--- src/rtl/clock_gate_ctrl.sv ---
// clock_gate_ctrl
//   Idle-detect controller that drives the enable input of a ClockGate cell
//   for one gated unit. After a programmable run of idle cycles the clock is
//   gated off. Any keep condition re-enables it, and a settle delay follows
//   before the unit is reported ready again. All outputs are flops.
//
// Parameters
//   IDLE_CYCLES  idle threshold, 1..65535
//   WAKE_CYCLES  edges from enable_o rising to ready_o rising, 1..255
//
// Ports
//   clk_i           ungated free-running clock (same clock as ClockGate clk_i)
//   rst_i           synchronous, active-high reset
//   busy_i          gated unit has work in flight
//   wake_req_i      level request to run the unit; held until ready_o
//   force_on_i      override; gating is never entered while high
//   stats_clr_i     clears gated_cycles_o (stats build only)
//   enable_o        to ClockGate enable; 1 = clock runs
//   ready_o         gated clock running and stable
//   gated_cycles_o  number of cycles spent gated
//
// Build option
//   CLOCK_GATE_CTRL_STATS_EN  when defined, builds the saturating gated-cycle
//                             counter. When undefined, gated_cycles_o is tied
//                             to 0 and stats_clr_i is ignored.
//
// state      | meaning
// -----------+------------------------------------------------------------
// ST_ACTIVE  | clock running, unit ready, no idle run in progress
// ST_COUNTDN | clock running, counting down the idle threshold
// ST_GATED   | clock stopped
// ST_WAKING  | clock restarted, waiting for it to settle before ready

module clock_gate_ctrl #(
    parameter int unsigned IDLE_CYCLES = 16,
    parameter int unsigned WAKE_CYCLES = 2
) (
    input  logic        clk_i,
    input  logic        rst_i,
    input  logic        busy_i,
    input  logic        wake_req_i,
    input  logic        force_on_i,
    input  logic        stats_clr_i,
    output logic        enable_o,
    output logic        ready_o,
    output logic [31:0] gated_cycles_o
);

    localparam int unsigned IDLE_W = (IDLE_CYCLES > 1) ? $clog2(IDLE_CYCLES) : 1;
    localparam int unsigned WAKE_W = (WAKE_CYCLES > 1) ? $clog2(WAKE_CYCLES) : 1;
    // One counter is shared by the idle countdown and the wake settle delay.
    localparam int unsigned CNT_W  = (IDLE_W > WAKE_W) ? IDLE_W : WAKE_W;

    localparam logic [CNT_W-1:0] IDLE_LOAD = CNT_W'(IDLE_CYCLES - 1);
    localparam logic [CNT_W-1:0] WAKE_LOAD = CNT_W'(WAKE_CYCLES - 1);

    typedef enum logic [1:0] {
        ST_ACTIVE = 2'd0,
        ST_COUNTDN = 2'd1,
        ST_GATED = 2'd2,
        ST_WAKING = 2'd3
    } state_t;

    state_t           state;
    logic [CNT_W-1:0] cnt;
    logic             keep;

    assign keep = busy_i | wake_req_i | force_on_i;

    // enable_o/ready_o are written alongside each transition so they are
    // plain flops and cannot glitch into the ClockGate latch.
    always_ff @(posedge clk_i) begin
        if (rst_i) begin
            state    <= ST_ACTIVE;
            cnt      <= '0;
            enable_o <= 1'b1;
            ready_o  <= 1'b1;
        end else begin
            case (state)
                ST_ACTIVE: begin
                    if (!keep) begin
                        state <= ST_COUNTDN;
                        cnt   <= IDLE_LOAD;
                    end
                end
                ST_COUNTDN: begin
                    // keep wins over terminal count
                    if (keep) begin
                        state <= ST_ACTIVE;
                    end else if (cnt == '0) begin
                        state    <= ST_GATED;
                        enable_o <= 1'b0;
                        ready_o  <= 1'b0;
                    end else begin
                        cnt <= cnt - 1'b1;
                    end
                end
                ST_GATED: begin
                    if (keep) begin
                        state    <= ST_WAKING;
                        cnt      <= WAKE_LOAD;
                        enable_o <= 1'b1;
                    end
                end
                ST_WAKING: begin
                    // Never aborts once started; the clock must settle anyway.
                    if (cnt == '0) begin
                        state   <= ST_ACTIVE;
                        ready_o <= 1'b1;
                    end else begin
                        cnt <= cnt - 1'b1;
                    end
                end
                default: begin
                    state    <= ST_ACTIVE;
                    enable_o <= 1'b1;
                    ready_o  <= 1'b1;
                end
            endcase
        end
    end

`ifdef CLOCK_GATE_CTRL_STATS_EN
    logic [31:0] gated_cnt;

    always_ff @(posedge clk_i) begin
        if (rst_i) begin
            gated_cnt <= '0;
        end else if (stats_clr_i) begin
            gated_cnt <= '0;
        end else if (state == ST_GATED && gated_cnt != 32'hFFFF_FFFF) begin
            gated_cnt <= gated_cnt + 32'd1;
        end
    end

    assign gated_cycles_o = gated_cnt;
`else
    logic unused_stats_clr;
    assign unused_stats_clr = stats_clr_i;
    assign gated_cycles_o   = '0;
`endif

endmodule

--- config.mk ---
export PLATFORM = sky130hd
export DESIGN_NAME = clock_gate_ctrl
export DESIGN_NICKNAME = d
export VERILOG_FILES = /design/src/rtl/clock_gate_ctrl.sv
export SDC_FILE = /design/constraint.sdc
export NUM_CORES = 1
export LEC_CHECK = 0
export ABC_CLOCK_PERIOD_IN_PS = 1800
export BUFFER_PORTS_ARGS = -buffer_cell sky130_fd_sc_hd__buf_2
export CAP_MARGIN = 40
export CORE_UTILIZATION = 35
export DETAILED_ROUTE_END_ITERATION = 8
export GPL_ROUTABILITY_DRIVEN = 0
export PLACE_DENSITY = 0.66
export SLEW_MARGIN = 20
export SYNTH_ARGS = -nofsm -noshare
export SYNTH_HDL_FRONTEND = slang
export SYNTH_SLANG_ARGS = --single-unit
--- constraint.sdc ---
create_clock -name clk_i -period 1.8 [get_ports clk_i]
set_clock_uncertainty 0.2 [all_clocks]
set_input_delay 0 -clock clk_i [delete_from_list [all_inputs] [get_ports clk_i]]
set_output_delay 0 -clock clk_i [all_outputs]
set_load 0.02 [all_outputs]
==> metrics, run 1 <==
status finished clean; FF-to-FF Start cnt[0]; Ys Warns 0; arrival time worst endpoint 1.64 ns; post-synthesis async set-or-reset flop share 0; Synth top area share 0.3443; GR Overflow Total 0; Critical-path top delay cell a311o_1; Post-Route WL 1084 um; clock tree root driver cell clkbuf_4; total iterations of the first detailed-routing run 3; Post-synth EDFFs 0; CP Max Fanout 5; IO Port Bufs 6; CTS clock-pin slew for the worst setup and hold paths 0.06 ns; Seq/Total Area, Yosys 0.2226; Clock Path Buffers 2; area leader, netlist buf_4; slowest cell delay on critical path 0.33 ns; register area 160.2 sq um; H-tree depth 1; Worst Hold Class flop to flop; initial antenna violation count 0; Setup CP Type flop to flop; worst r2r dst cnt[2]; DRT iter0 DRCs 3; post-synthesis average cell area 8.668 sq um; Final ANT Viol Nets 0; CTS tree built; area of the mapped netlist 719.4 sq um; initial core utilization 0.3705; Detail Placement HPWL 803.2 um; top cells by area, synth buf_4 (34%), dfxtp_1 (22%), o31ai_2 (3.5%); via count 491; Syn-to-layout area delta 0.1739%; # IOs 40; flop-to-flop setup slack 0.14 ns; share of cells above drive strength 1 0.2234; Worst-Skew Late Latency 0.25 ns; vias in the first global route 388; drt drc 0; Seq cells post-synth 8; max cap viols 0; Worst Setup Start Kind flop; die width 47.34 um; filler cell count 209; Rows 16; RSZ-0062 raised after global routing no; WL/cell 8.959 um; endpoints failing hold 0; endpoints failing setup 0; count leader, synth buf_4; first-pass GRT wire length 1538 um; Worst setup EP type flop; CORE AREA 1942 sq um; final worst-path cycle share 0.9237; final worst path period need 1.663 ns; multi-input logic area 404.1 sq um; Post-synth top cells buf_4 (33), dfxtp_1 (8), inv_1 (6), nor2_1 (4); Final #Nets 103; largest net degree at the start of global routing 11; total CTS buffers 3; number of antenna diodes 0; Primary FF master, synth dfxtp_1; Distinct cells, synth 27; CP cell instances inv_1, ha_2, and4bb_4, a21oi_4, a311o_1, o31ai_2; Max Clk Rate 601.4 MHz; Leak 0.3077 nW; Die Area 2241 sq um; reg2reg path depth 6; setup bufs post-CTS 0; CP Launch Point cnt[0]; Worst Path Required 1.77 ns; Die Y 47.34 um; CTS sink count 8; Worst Setup EP cnt[2]; Slew Limit Fails 0; setup_tns 0 ns; Syn Inst Count 83; PwrDens 621.6 nW/um^2; fin util 0.3711; maximum vdd drop 266.4 uV; vias per inst 4.058; GRT Total Usage 0.1024
[cell families after synthesis]
kind of cell,synth area share
buffers and inverters,0.3809
AND/OR/NAND/NOR,0.1513
AO/OA/AOI/OAI,0.1931
flip-flops,0.2226
multiplexers,0.02956
adder cells (fa/ha/maj),0.01739
other,0.005212
[cell type report]
cell class / instances / share of cell area
Sequential cell: 8 / 0.2222
Clock buffer: 3 / 0.03125
Inverter: 6 / 0.03125
Multi-Input combinational cell: 66 / 0.5608
Tap cell: 27 / 0.04688
Timing Repair Buffer: 11 / 0.1076
[routing by layer]
| layer | global-route usage | routed length [um] |
|---|---|---|
| met2 | 0.2000 | 540 |
| met1 | 0.08884 | 448 |
| met3 | 0.05769 | 94 |
| met4 | 0.02286 | 0 |
| met5 | 0 | 0 |
[critical path, delay by kind of cell (launching register included)]
family | cells | cell delay (ns)
compound gates | 3 | 0.45
flops | 1 | 0.32
simple gates | 1 | 0.30
fa+ha+maj | 1 | 0.22
buf+inv | 1 | 0.09
[power by group]
| part | internal, mW | switching (mW) | total [mW] |
|---|---|---|---|
| clock network | 0.0765 | 0.0640 | 0.141 |
| registers | 0.184 | 0.00449 | 0.188 |
| logic | 0.0304 | 0.0887 | 0.119 |
[metrics by stage]
| stage | power, mW | setup slack (ns) | instances | instance area, sq um | hold slack, ns |
|---|---|---|---|---|---|
| after floorplan | 0.3425 | 0.2238 | 114 | 835.8 | 0.006665 |
| after global placement | 0.3016 | 0.1193 | 114 | 655.6 | 0.1195 |
| after detailed placement | 0.3026 | 0.1130 | 114 | 655.6 | 0.1208 |
| after CTS | 0.4524 | 0.09210 | 121 | 718.2 | 0.2947 |
| after global routing | 0.4787 | 0.04943 | 121 | 720.7 | 0.3262 |
| final | 0.4480 | 0.1373 | 121 | 720.7 | 0.2915 |
[how the worst min path moves through the flow]
stage	startpoint	to	depth (start not counted)
final	ready_o	ready_o	1
after global routing	ready_o	ready_o	1
after CTS	ready_o	ready_o	1
after detailed placement	rst_i	state[0]	2
after global placement	rst_i	flop	2
after floorplan	force_on_i	cnt[1]	3
[layout by cell type (no fill, tap or decap), types with 2 or more instances in the layout]
cell / synthesis / routed
dfxtp_1: 8 / 8
dlygate4sd3_1: 0 / 4
a21oi_1: 2 / 2
o31ai_2: 2 / 2
clkbuf_4: 0 / 3
conb_1: 1 / 32
nor2_1: 4 / 4
nand2_1: 3 / 3
a311oi_1: 2 / 2
a31oi_1: 2 / 2
inv_1: 6 / 6
buf_2: 0 / 6
a311o_1: 2 / 2
nand2b_1: 3 / 3
[what timing repair did]
action,CTS,global route
resized for setup,0,1
hold endpoints to repair,8,0
endpoints found under the setup margin,0,1
hold buffers,4,0
Note: power is estimated with default switching activity, not from simulation.
==> run 2, diff against run 1 <==
--- a/config.mk
+++ b/config.mk
@@ -8,11 +8,14 @@
 export ABC_CLOCK_PERIOD_IN_PS = 1800
 export BUFFER_PORTS_ARGS = -buffer_cell sky130_fd_sc_hd__buf_2
 export CAP_MARGIN = 40
+export CORE_MARGIN = 2
 export CORE_UTILIZATION = 35
 export DETAILED_ROUTE_END_ITERATION = 8
 export GPL_ROUTABILITY_DRIVEN = 0
 export PLACE_DENSITY = 0.66
+export RECOVER_POWER = 100
 export SLEW_MARGIN = 20
 export SYNTH_ARGS = -nofsm -noshare
 export SYNTH_HDL_FRONTEND = slang
 export SYNTH_SLANG_ARGS = --single-unit
+export TNS_END_PERCENT = 10
==> metrics, run 2 (synthesized netlist as in run 1, its figures left out) <==
setup bufs post-CTS 0 (unchanged); total CTS buffers 3 (unchanged); vias per inst 3.975 (-2.0%); CTS clock-pin slew for the worst setup and hold paths 0.06 ns (about the same); CORE AREA 1942 sq um (unchanged); Worst setup EP type flop; Buf/Inv on CP 1 (unchanged); Final ANT Viol Nets 0 (unchanged); PwrDens 620.3 nW/um^2 (-0.21%); Worst Setup Start Kind flop; initial core utilization 0.3705 (unchanged); Levels on crit path 6 (unchanged); fin cells 121 (unchanged); Detail Placement HPWL 891.4 um (+11%); IO Port Bufs 6 (unchanged); Rows 16 (unchanged); Die Y 49.34 um (+4.2%); Syn-to-layout area delta -0.1739%; endpoints failing hold 0 (unchanged); Clock Path Buffers 2 (unchanged); final worst-path cycle share 0.9340 (+0.01031); final setup margin 0.1188 ns (-0.01857 ns); first-pass GRT wire length 1766 um (+15%); Final #Nets 103 (unchanged); endpoints failing setup 0 (unchanged); clock tree root driver cell clkbuf_4; reg2reg path depth 6 (unchanged); filler cell count 220 (+5.3%); commonest non-fill, non-tap cell in the layout conb_1; Critical-path top delay cell dfxtp_1; dpl ws 0.07201 ns (-0.04103 ns); WL/cell 9.438 um (+5.4%); DRT iter0 DRCs 2 (-1); GRT Total Usage 0.09942 (-0.003001); Slew Limit Fails 0 (unchanged); GR Overflow Total 0 (unchanged); number of antenna diodes 0 (unchanged); Worst-Skew Late Latency 0.25 ns (about the same); Worst Hold Class flop to flop; arrival time worst endpoint 1.65 ns (about the same); Leak 0.3055 nW (-0.72%); drt drc 0 (unchanged); DP Cell Count 114 (unchanged); commonest non-fill, non-tap cells in the layout conb_1 (32), dfxtp_1 (8), inv_1 (6); total iterations of the first detailed-routing run 4 (+1); Worst Path Required 1.77 ns (about the same); max cap viols 0 (unchanged); share of cells above drive strength 1 0.2021 (-0.02128); final worst path period need 1.681 ns (+0.01857 ns); vias in the first global route 420 (+8.2%); setup_tns 0 ns (unchanged); Setup CP Type flop to flop; H-tree depth 1 (unchanged); initial antenna violation count 0 (unchanged); CTS tree built; RSZ-0062 raised after global routing no; worst hold stages 1 (unchanged); CP Max Fanout 5 (unchanged); slowest cell delay on critical path 0.36 ns (+0.03 ns); Max Clk Rate 594.8 MHz (-1.1%); largest net degree at the start of global routing 11 (unchanged); maximum vdd drop 295.3 uV (+11%); via count 481 (-2.0%); die width 49.34 um (+4.2%); # IOs 40 (unchanged); crit-path leading delay family compound AO/OA/AOI/OAI gates; status finished clean; Die Area 2434 sq um (+8.6%); Post-Route WL 1142 um (+5.4%); CTS sink count 8 (unchanged); CP cell instances inv_1, ha_2, and4bb_4, a21oi_4, nand2_4, a211oi_2; fin util 0.3698 (-0.001289)
run 2: final timing paths:
check                           startpoint      end  slack [ns]
worst max-delay path                cnt[0]   cnt[0]        0.12
worst max register to register      cnt[0]   cnt[0]        0.12
worst min register to register     ready_o  ready_o        0.28
worst min-delay path               ready_o  ready_o        0.28
run 2: metal layers:
metal,vias up,share of wire,track usage
li1,240,-,-
met1,221,0.43,0.09683
met2,20,0.49,0.1757
met3,0,0.080,0.05828
met4,0,0,0.02857
met5,-,0,0
run 2: area by class of cell:
type | instances | area [sq um] | share of cell area
inverter | 6 | 22.52 | 0.03136
multi-input combinational | 66 | 404.1 | 0.5627
timing repair buffer | 11 | 75.07 | 0.1045
clock buffer | 3 | 22.52 | 0.03136
tap | 27 | 33.78 | 0.04704
sequential | 8 | 160.2 | 0.2230
run 2: timing repair:
item,4_1_cts,5_1_grt
setup endpoints to repair,0,4
hold buffers,4,0
gates resized for setup,0,1
hold endpoints to repair,8,0
run 2: metrics by stage:
step                hold WS, ns  instance area, sq um  power, mW
floorplan              0.006665                 835.8     0.3425
CTS                      0.2858                 718.2     0.4538
detailed placement       0.1276                 655.6     0.3033
finish                   0.2840                 718.2     0.4455
global route             0.3029                 718.2     0.4739
global placement         0.1153                 655.6     0.3012
run 2: where the power goes:
group	switching (mW)	total, mW	leakage (nW)	internal, mW
clock network	0.0612	0.138	0.0138	0.0763
registers	0.00525	0.189	0.0651	0.184
logic	0.0885	0.119	0.227	0.0304
==> run 3, diff against run 2 <==
--- a/config.mk
+++ b/config.mk
@@ -5,6 +5,7 @@
 export SDC_FILE = /design/constraint.sdc
 export NUM_CORES = 1
 export LEC_CHECK = 0
+export ABC_AREA = 1
 export ABC_CLOCK_PERIOD_IN_PS = 1800
 export BUFFER_PORTS_ARGS = -buffer_cell sky130_fd_sc_hd__buf_2
 export CAP_MARGIN = 40
==> metrics, run 3 <==
post-route cell area 660.6 sq um (-8.0%); vias in the first global route 393 (-6.4%); total CTS buffers 3 (unchanged); Worst Hold Class primary input to flop; initial core utilization 0.3632 (-0.007332); Leak 0.3310 nW (+8.4%); Worst-Skew Late Latency 0.25 ns (about the same); post-synthesis async set-or-reset flop share 0 (unchanged); CORE AREA 1902 sq um (-2.1%); H-tree depth 1 (unchanged); Clock Path Buffers 2 (unchanged); Seq cells post-synth 8 (unchanged); first-pass GRT wire length 1538 um (-13%); CTS tree built; initial antenna violation count 0 (unchanged); number of antenna diodes 0 (unchanged); IO Port Bufs 6 (unchanged); vias per inst 3.594 (-9.6%); Die Area 2345 sq um (-3.7%); Primary FF master, synth dfxtp_1; fin cells 133 (+9.9%); Slew Limit Fails 0 (unchanged); # IOs 40 (unchanged); drt drc 0 (unchanged); final worst-path cycle share 0.8536 (-0.08044); Max Clk Rate 650.9 MHz (+9.4%); Detail Placement HPWL 740.4 um (-17%); Placed Area 630.6 sq um (-3.8%); commonest non-fill, non-tap cell in the layout conb_1; endpoints failing hold 0 (unchanged); arrival time worst endpoint 1.47 ns (-0.18 ns); Syn-to-layout area delta -4.348%; RSZ-0062 raised after global routing no; area of the mapped netlist 690.7 sq um (-4.0%); largest net degree at the start of global routing 7 (-4); DP Cell Count 128 (+12%); Final #Nets 115 (+12%); share of cells above drive strength 1 0.1698 (-0.03232); setup bufs post-CTS 0 (unchanged); CP Launch Point cnt[0]; top cells by area, synth buf_4 (35%), dfxtp_1 (23%), nand2_1 (5.4%); endpoints failing setup 0 (unchanged); final worst path period need 1.536 ns (-0.1448 ns); setup_tns 0 ns (unchanged); worst hold stages 8 (+7); Post-synth top cells buf_4 (32), nand2_1 (10), nor2_1 (10), dfxtp_1 (8), inv_1 (8); Synth top area share 0.3478 (+0.003478); GRT Total Usage 0.08793 (-0.01150); Hold Crit Start busy_i; max cap viols 0 (unchanged); count leader, synth buf_4; total iterations of the first detailed-routing run 4 (unchanged); FF-to-FF Start cnt[0]; CTS sink count 8 (unchanged); reg2reg path depth 6 (unchanged); Final ANT Viol Nets 0 (unchanged); area leader, netlist buf_4; Seq/Total Area, Yosys 0.2319 (+0.009275); maximum vdd drop 463.9 uV (+57%); post-synthesis average cell area 7.194 sq um (-17%); Distinct cells, synth 20 (-26%); CTS clock-pin slew for the worst setup and hold paths 0.05 ns (about the same); CP Max Fanout 5 (unchanged); clock tree root driver cell clkbuf_4; Syn Inst Count 96 (+16%); die width 48.42 um (-1.9%); commonest non-fill, non-tap cells in the layout conb_1 (32), nand2_1 (10), nor2_1 (10); WL/cell 6.617 um (-30%); filler cell count 215 (-2.3%); Worst setup EP type flop; Die Y 48.42 um (-1.9%); Worst Path Required 1.74 ns (-0.03 ns); status finished clean; Setup CP Type flop to flop; Rows 16 (unchanged); Post-Route WL 880 um (-23%); via count 478 (-0.62%); PwrDens 642.8 nW/um^2 (+3.6%); DRT iter0 DRCs 2 (unchanged); Worst Setup Start Kind flop; Ys Warns 0 (unchanged); GR Overflow Total 0 (unchanged); Post-synth EDFFs 0 (unchanged)
[run 3: worst max-delay path, stage by stage, from the launching register on]
cell and delay, ns:
dfxtp_1 0.32, inv_1 0.08, ha_1 0.23, nand3_1 0.14
nand3_1 0.20, nor3_1 0.20, nor2_1 0.06
[run 3: cell families (layout without fill, tap and decap cells)]
kind of cell	after synthesis	count (layout)	synth area share
flip-flops	8	8	0.2319
other	1	32	0.005430
adder cells (fa/ha/maj)	1	1	0.01811
AO/OA/AOI/OAI	9	9	0.07428
buffers and inverters	43	22	0.4076
AND/OR/NAND/NOR	34	34	0.2627
[run 3: layout make-up]
cell class,count,area (sq um),share of cell area
repair buffers,8,47.55,0.07197
inverters,11,41.29,0.06250
flip-flops and latches,8,160.2,0.2424
well taps,27,33.78,0.05114
clock buffers,3,22.52,0.03409
multi-input cells,76,355.3,0.5379
[run 3: final timing paths]
kind              slack (ns)      end
setup / recovery        0.26   cnt[0]
hold / removal          0.08   cnt[3]
setup reg to reg        0.26   cnt[0]
hold reg to reg         0.25  ready_o
[run 3: layer usage]
layer | track usage | vias up | wire length [um]
met1 | 0.1066 | 201 | 387
met4 | 0.02857 | 0 | 0
met5 | 0 | - | 0
met3 | 0.05556 | 0 | 99
li1 | - | 253 | -
met2 | 0.1273 | 24 | 394
[run 3: timing repair]
item,in CTS,in global routing
resized for setup,0,0
hold buffers,2,0
endpoints found under the hold margin,8,0
[run 3: stage by stage]
step / worst slack, ns / power, mW / hold WS, ns / util
after floorplan: 0.4610 / 0.3376 / -0.1376 / -
after global placement: 0.3649 / 0.2945 / -0.01308 / 0.3316
after detailed placement: 0.3648 / 0.2963 / -0.003042 / 0.3316
after CTS: 0.3597 / 0.4351 / 0.03628 / 0.3539
after global routing: 0.1625 / 0.4545 / 0.1111 / 0.3474
final: 0.2636 / 0.4247 / 0.08448 / 0.3474
[run 3: report_power, final]
part	internal [mW]	switching (mW)	total, mW
Clock	0.0758	0.0539	0.130
Sequential	0.184	0.00573	0.190
Combinational	0.0200	0.0854	0.105
Total	0.280	0.145	0.425
